<file path="src/rtl/uart_tx_core.sv">
// uart_tx_core: UART transmitter. Serialises one latched byte per handshake as
// start(0), data LSB-first, optional parity, stop(1). Each bit lasts Prescale
// clock cycles (minimum 4). TX_OUT and busy are registered, with no
// combinational path from any input.
module uart_tx_core #(
    parameter int DATA_WIDTH = 8,
    parameter int PRESC_W    = 5
) (
    input  logic                  CLK,
    input  logic                  RST,
    input  logic [DATA_WIDTH-1:0] P_DATA,
    input  logic                  Data_Valid,
    input  logic                  PAR_EN,
    input  logic                  PAR_TYP,
    input  logic [PRESC_W-1:0]    Prescale,
    output logic                  TX_OUT,
    output logic                  busy
);

    localparam int BIT_W = (DATA_WIDTH > 1) ? $clog2(DATA_WIDTH) : 1;

    typedef enum logic [2:0] {
        S_IDLE   = 3'd0,
        S_START  = 3'd1,
        S_DATA   = 3'd2,
        S_PARITY = 3'd3,
        S_STOP   = 3'd4
    } state_t;

    state_t                r_state;
    state_t                w_state_next;
    logic [PRESC_W-1:0]    r_edge_cnt;
    logic [PRESC_W-1:0]    w_edge_cnt_next;
    logic [BIT_W-1:0]      r_bit_cnt;
    logic [BIT_W-1:0]      w_bit_cnt_next;

    // Shadow copies of the request, frozen for the whole frame
    logic [DATA_WIDTH-1:0] r_data;
    logic                  r_par_en;
    logic                  r_par_typ;
    logic [PRESC_W-1:0]    r_presc;

    logic                  r_tx;
    logic                  r_busy;
    logic                  w_tx_next;
    logic                  w_busy_next;
    logic                  w_accept;
    logic                  w_last_edge;
    logic                  w_last_bit;
    logic [PRESC_W-1:0]    w_presc_clamped;

    // Busy is low exactly when the FSM is idle, so idle alone qualifies a request
    assign w_accept        = Data_Valid && (r_state == S_IDLE);
    assign w_last_edge     = (r_edge_cnt == (r_presc - PRESC_W'(1)));
    assign w_last_bit      = (r_bit_cnt == BIT_W'(DATA_WIDTH - 1));
    assign w_presc_clamped = (Prescale < PRESC_W'(4)) ? PRESC_W'(4) : Prescale;

    // Next state, counters and the registered line/busy values for the next cycle
    always_comb begin
        w_state_next    = r_state;
        w_edge_cnt_next = r_edge_cnt;
        w_bit_cnt_next  = r_bit_cnt;
        w_tx_next       = 1'b1;
        w_busy_next     = 1'b0;

        if (r_state == S_IDLE) begin
            w_edge_cnt_next = '0;
            w_bit_cnt_next  = '0;
            if (w_accept) begin
                w_state_next = S_START;
            end
        end else if (w_last_edge) begin
            w_edge_cnt_next = '0;
            case (r_state)
                S_START: begin
                    w_state_next   = S_DATA;
                    w_bit_cnt_next = '0;
                end
                S_DATA: begin
                    if (w_last_bit) begin
                        w_state_next   = r_par_en ? S_PARITY : S_STOP;
                        w_bit_cnt_next = '0;
                    end else begin
                        w_bit_cnt_next = r_bit_cnt + BIT_W'(1);
                    end
                end
                S_PARITY: w_state_next = S_STOP;
                S_STOP:   w_state_next = S_IDLE;
                default:  w_state_next = S_IDLE;
            endcase
        end else begin
            w_edge_cnt_next = r_edge_cnt + PRESC_W'(1);
        end

        // Output mux driven from the upcoming state so the registered line lines up with it
        case (w_state_next)
            S_START:  w_tx_next = 1'b0;
            S_DATA:   w_tx_next = r_data[w_bit_cnt_next];
            S_PARITY: w_tx_next = (^r_data) ^ r_par_typ;
            default:  w_tx_next = 1'b1;
        endcase
        w_busy_next = (w_state_next != S_IDLE);
    end

    // State, counters and registered outputs; reset aborts any frame immediately
    always_ff @(posedge CLK) begin
        if (RST) begin
            r_state    <= S_IDLE;
            r_edge_cnt <= '0;
            r_bit_cnt  <= '0;
            r_tx       <= 1'b1;
            r_busy     <= 1'b0;
        end else begin
            r_state    <= w_state_next;
            r_edge_cnt <= w_edge_cnt_next;
            r_bit_cnt  <= w_bit_cnt_next;
            r_tx       <= w_tx_next;
            r_busy     <= w_busy_next;
        end
    end

    // Capture the request on the accept cycle; inputs are free to change afterwards
    always_ff @(posedge CLK) begin
        if (RST) begin
            r_data    <= '0;
            r_par_en  <= 1'b0;
            r_par_typ <= 1'b0;
            r_presc   <= '0;
        end else if (w_accept) begin
            r_data    <= P_DATA;
            r_par_en  <= PAR_EN;
            r_par_typ <= PAR_TYP;
            r_presc   <= w_presc_clamped;
        end
    end

    assign TX_OUT = r_tx;
    assign busy   = r_busy;

endmodule

</file>
<file path="config.mk">
export PLATFORM = sky130hd
export DESIGN_NAME = uart_tx_core
export DESIGN_NICKNAME = d
export VERILOG_FILES = /design/src/rtl/uart_tx_core.sv
export SDC_FILE = /design/constraint.sdc
export NUM_CORES = 1
export LEC_CHECK = 0
export CAP_MARGIN = 20
export CELL_PAD_IN_SITES_DETAIL_PLACEMENT = 1
export CELL_PAD_IN_SITES_GLOBAL_PLACEMENT = 2
export CORE_MARGIN = 3
export CORE_UTILIZATION = 29
export CTS_CLUSTER_SIZE = 28
export DETAILED_ROUTE_END_ITERATION = 12
export GPL_TIMING_DRIVEN = 0
export HOLD_SLACK_MARGIN = 0.1
export MAX_ROUTING_LAYER = met4
export PLACE_DENSITY = 0.71
export SLEW_MARGIN = 10
export SYNTH_ARGS = -nofsm -noshare
export SYNTH_HDL_FRONTEND = slang
export SYNTH_SLANG_ARGS = --single-unit
</file>
<file path="constraint.sdc">
create_clock -name CLK -period 2.5 [get_ports CLK]
set_input_delay 0.25 -clock CLK [delete_from_list [all_inputs] [get_ports CLK]]
set_output_delay 0.25 -clock CLK [all_outputs]
set_load 0.05 [all_outputs]
</file>
* Word level (Yosys, flattened, before mapping) *
Cells that the tools add are included.

cells by class
  $add $sub $neg = 3
  $lt $le $gt $ge = 2
  equal/unequal tests = 8
  muxes and demuxes = 14
  bitwise operators = 1
  reductions and logical operators = 5

operators by type and width
  operator                                                               number
  3-bit two-way mux                                                      8
  3-bit by 2-bit == test with 1-bit output (second input constant)       4
  3-bit case mux with 3 select lines                                     1
  8-bit parity                                                           1
  3-bit by 1-bit == test with 1-bit output (second input constant)       2
  3-bit case mux with 2 select lines                                     1
  5-bit by 1-bit adder with 5-bit output (second input constant)         1
  5-bit == test                                                          1
  5-bit by 3-bit < comparator with 1-bit output (second input constant)  1
  5-bit two-way mux                                                      1
  5-bit by 1-bit subtractor with 5-bit output (second input constant)    1
  3-bit by 4-bit < comparator with 1-bit output (second input constant)  1
  3-bit by 1-bit adder with 3-bit output (second input constant)         1
  1-bit binary-select mux with 3-bit select                              1
  3-bit == test (second input constant)                                  1
  3-bit logical NOT                                                      1
  1-bit case mux with 3 select lines                                     1
  3-bit nonzero test                                                     1
  3-bit OR reduction                                                     1
  1-bit logical AND                                                      1
  1-bit two-way mux                                                      1
  1-bit bitwise XOR                                                      1

storage, ports and cells
  bits in registers = 28
  bits of input ports = 18
  output and inout bits = 2
  logic and storage cells = 42

* Depth between registers and ports, before layout *
  depth after elaboration = 8
  depth in mapped cells = 10
  mapped depth without buffers = 10

* Least setup slack after synthesis *
Ideal clock, no wire load.

  path type = register to register
  start = reg r_presc[0]
  end = reg r_tx (netlist: TX_OUT)
  setup time = 133 ps
  arrival = 2576 ps
  data required time = 2367 ps
  path slack = -210 ps
  stages on the path, launching flop included = 11
  buffers on the path = 0
  clock period less this slack = 2710 ps
  cell sequence = dfxtp_1 > inv_1 > ha_1 > xnor2_1 > nor3_4 > nand3_4 > nor4_1 > a22o_1 > mux4_2 > nand3_2 > o211ai_2

between the ends
  longest elaborated chain between the ends = 7
  elaborated cells on any way between the ends = 12
  classes of those cells = add/sub: 1; eq/ne: 4; mux: 7

ends and longest elaborated chain
  item                                             RTL line  text
  start, declared                                  41        logic [PRESC_W-1:0] r_presc;
  start signal, assigned                           133       r_presc <= w_presc_clamped;
  5-bit by 1-bit subtractor with 5-bit output (*)  54        assign w_last_edge = (r_edge_cnt == (r_presc - PRESC_W'(1)));
  5-bit == test (*)                                54
  3-bit two-way mux                                72        end else if (w_last_edge) begin
  3-bit two-way mux                                66        if (r_state == S_IDLE) begin
  1-bit binary-select mux with 3-bit select        98        S_DATA: w_tx_next = r_data[w_bit_cnt_next];
  1-bit two-way mux (implied by the code)          98
  1-bit case mux with 3 select lines (*)           96        case (w_state_next)
  end signal, assigned                             117       r_tx <= w_tx_next;
  end, declared                                    43        logic r_tx;

Every way passes the cells marked *; elsewhere a longest branch is shown, timed or not. The select of a mux whose other input is x is not followed.
A chain may end at the register's enable or synchronous reset.

* Worst setup path after layout *
Ends and elaborated chain as after synthesis.

==> reports/metrics.csv <==
metric;value;unit
drv_slew;0;
root_buffer;clkbuf_8;
die_w;77.1;um
combPwrFrac;0.223;
grt_pass1_wl;6220;um
synth_edf_count;0;
die_h;77.1;um
grt_remaining_overflow;0;
cts_max_level;1;
fmax;0.391;GHz
synth_nets;194;
violations;setup timing;
synth-async-reset-ratio;0;
wl_per_cell;13.0;um
rsz0062_at_grt;true;
die_area;5950;sq um
start_util;0.305;
track_usage;0.132;
port_buffers;19;
synth_top_cell_by_area;dfxtp_1;
clkSlewWorstSetupHoldPaths;90;ps
area_growth;29.2;%
drt_iter0_markers;53;
arrival;2720;ps
via_per_inst;4.77;
ios;20;
synth_cells;172;
wirelength;3500;um
ctsHoldBuffers;0;
clkPwrFrac;0.263;
ys_ff_latch;28;
power.total;0.942;mW
synth.cell_area;1470;sq um
synth-seq-area-share;0.382;
cts_tree;yes;
synth_ff_type;dfxtp_1;
synth.top_cells.by_area;dfxtp_1 (38%), nand2_1 (7.7%), xnor2_1 (6.6%), a21oi_1 (6.1%), nor2_1 (4.3%);
crit_chain;inv_1 -> ha_4 -> xnor2_2 -> nor3_4 -> nand3_4 -> a211o_1 -> a22o_1 -> mux4_2 -> nand3_2 -> o211ai_2;
synth.avg_cell_area;8.53;sq um
drive_above_1_share;0.169;
p_seq_frac;0.514;
rr_startpoint;r_presc[0]$_SDFFE_PP0P_;
criticalPathCategory;flop to flop;
layout_min_cycle_time;2560;ps
ys_types;41;
place_congestion;0.789;
outcome;finished with violations;
critPathLaunch;r_presc[0]$_SDFFE_PP0P_;
slew_headroom;0.354;
cp_slowest_cell;mux4_2;
required;2660;ps
yosys_warnings;0;
clock_latency;270;ps
place.detailed.hpwl;2720;um
power.switching;0.262;mW
yosysTopAreaCellShare;0.382;
power_leakage;0.721;nW
diodes;0;
cp-end-kind;flop;
nNetsFinal;225;
start_kind;flop;
cts_buffer_depth;2;
dr_total_vias;1278;
grt_max_degree;15;
cts_buffers;3;
place_worst_setup_slack;-200;ps
cts_sinks;28;
grt_antenna_before_repair;0;
rows;25;
critPathTopFamily;compound AO/OA/AOI/OAI gates;
min_path_type;flop to flop;
internal_power;0.681;mW
grt_pass1_vias;1293;
p_sw_frac;0.278;
critPathMaxStageDelay;440;ps
skew;1.73;ps
ir_worst_vdd;0.197;mV
maxCapViolCount;0;
synth_most_common_cell;nand2_1;
setup_slack;-57.2;ps
setup_violations;1;
critPathBufInv;1;
finalHoldViolations;0;
coreArea;4820;sq um
synth_commonest_cells;nand2_1 (30), dfxtp_1 (28), a21oi_1 (18);
period_share;1.02;
critPathMaxFanout;5;
antenna_left;0;
first_pass_iters;4;
worst_pin_slew;955;ps
power_density;497;nW/um^2
drc;0;
hold_start;r_par_typ$_SDFFE_PP0P_;
-- what timing repair did --
item | in CTS | in global routing
gates cloned | 0 | 0
setup endpoints to repair | 1 | 2
pin swaps | 4 | 1
setup buffers | 5 | 2
gates resized for setup | 5 | 3
-- layout make-up --
| type | instances | area [sq um] |
|---|---|---|
| buffer | 7 | 36.3 |
| fill | 603 | 2920 |
| multi-input combinational | 131 | 902 |
| sequential | 28 | 567 |
| tap | 67 | 83.8 |
| inverter | 6 | 22.5 |
| timing repair buffer | 26 | 243 |
| clock buffer | 3 | 41.3 |
-- metrics by stage --
step                hold WS (ps)  utilization  instance area (sq um)  setup TNS (ps)  instances
floorplan                    330            -                   1480               0        172
finish                       485        0.394                   1900           -57.2        268
CTS                          489        0.387                   1860            -101        266
global route                 508        0.394                   1900            -204        268
detailed placement           474        0.365                   1760            -200        258
global placement             463        0.365                   1760            -145        258
-- flip-flops by register name, summed over array words and instances (netlist names) --
register and count:
r_par_en 1, busy 1, r_bit_cnt 3, r_state 3, r_par_typ 1, TX_OUT 1, r_edge_cnt 5, r_data 8
r_presc 5
-- layout by cell type, fill, tap and decap left out, types with 2 or more instances in the layout --
cell             count
xnor2_1              9
o21ai_0              2
a22o_1               2
nor2_1              17
nand2_1             30
ha_1                 3
a21oi_1             18
xor2_1               6
nand3_1              3
dfxtp_1             25
or2b_1               3
clkbuf_1             4
xnor2_2              2
dfxtp_2              2
clkdlybuf4s50_1     19
nor2b_1              2
buf_4                8
clkbuf_8             3
a22oi_1              4
a21o_2               2
nor3_1               5
inv_1                6
-- per-layer routing --
metal	global-route usage	up-vias	part of all wire
met3	0.0258	4	0.031
met2	0.214	19	0.47
met5	-	-	0
met1	0.168	607	0.50
li1	-	648	-
met4	0.0320	0	0.0069
-- power by group through the flow --
stage,logic (mW),clock network (mW),registers (mW)
after global routing,0.234,0.273,0.488
after CTS,0.208,0.265,0.485
after detailed placement,0.198,0,0.496
final,0.210,0.247,0.485
after floorplan,0.126,0,0.502
after global placement,0.192,0,0.495
-- cells by family (layout without fill, tap and decap cells) --
group / Yosys count / count (layout) / synth area share
AO/OA/AOI/OAI: 33 / 33 / 0.147
XOR/XNOR: 18 / 18 / 0.118
adder cells (fa/ha/maj): 4 / 4 / 0.0341
buffers and inverters: 13 / 42 / 0.0401
flip-flops: 28 / 28 / 0.382
multiplexers: 2 / 2 / 0.0222
AND/OR/NAND/NOR: 74 / 74 / 0.256
-- path summary, 6_finish.rpt --
path                             to  slack, ps  depth (start not counted)
min reg2reg  r_par_typ$_SDFFE_PP0P_        480                          2
max reg2reg       TX_OUT$_SDFF_PP1_        -60                         10
max               TX_OUT$_SDFF_PP1_        -60                         10
min          r_par_typ$_SDFFE_PP0P_        480                          2
-- worst reg2reg max path: cells and delay by family (launching register included) --
kind / cells / cell delay [ps]
AOI/OAI and AO/OA: 3 / 720
and+or+nand+nor: 3 / 500
muxes: 1 / 440
DFF: 1 / 340
adders and majority gates: 1 / 240
xor gates and xnor gates: 1 / 140
buffers and inverters: 1 / 60
Note: power is estimated with default switching activity, not from simulation.
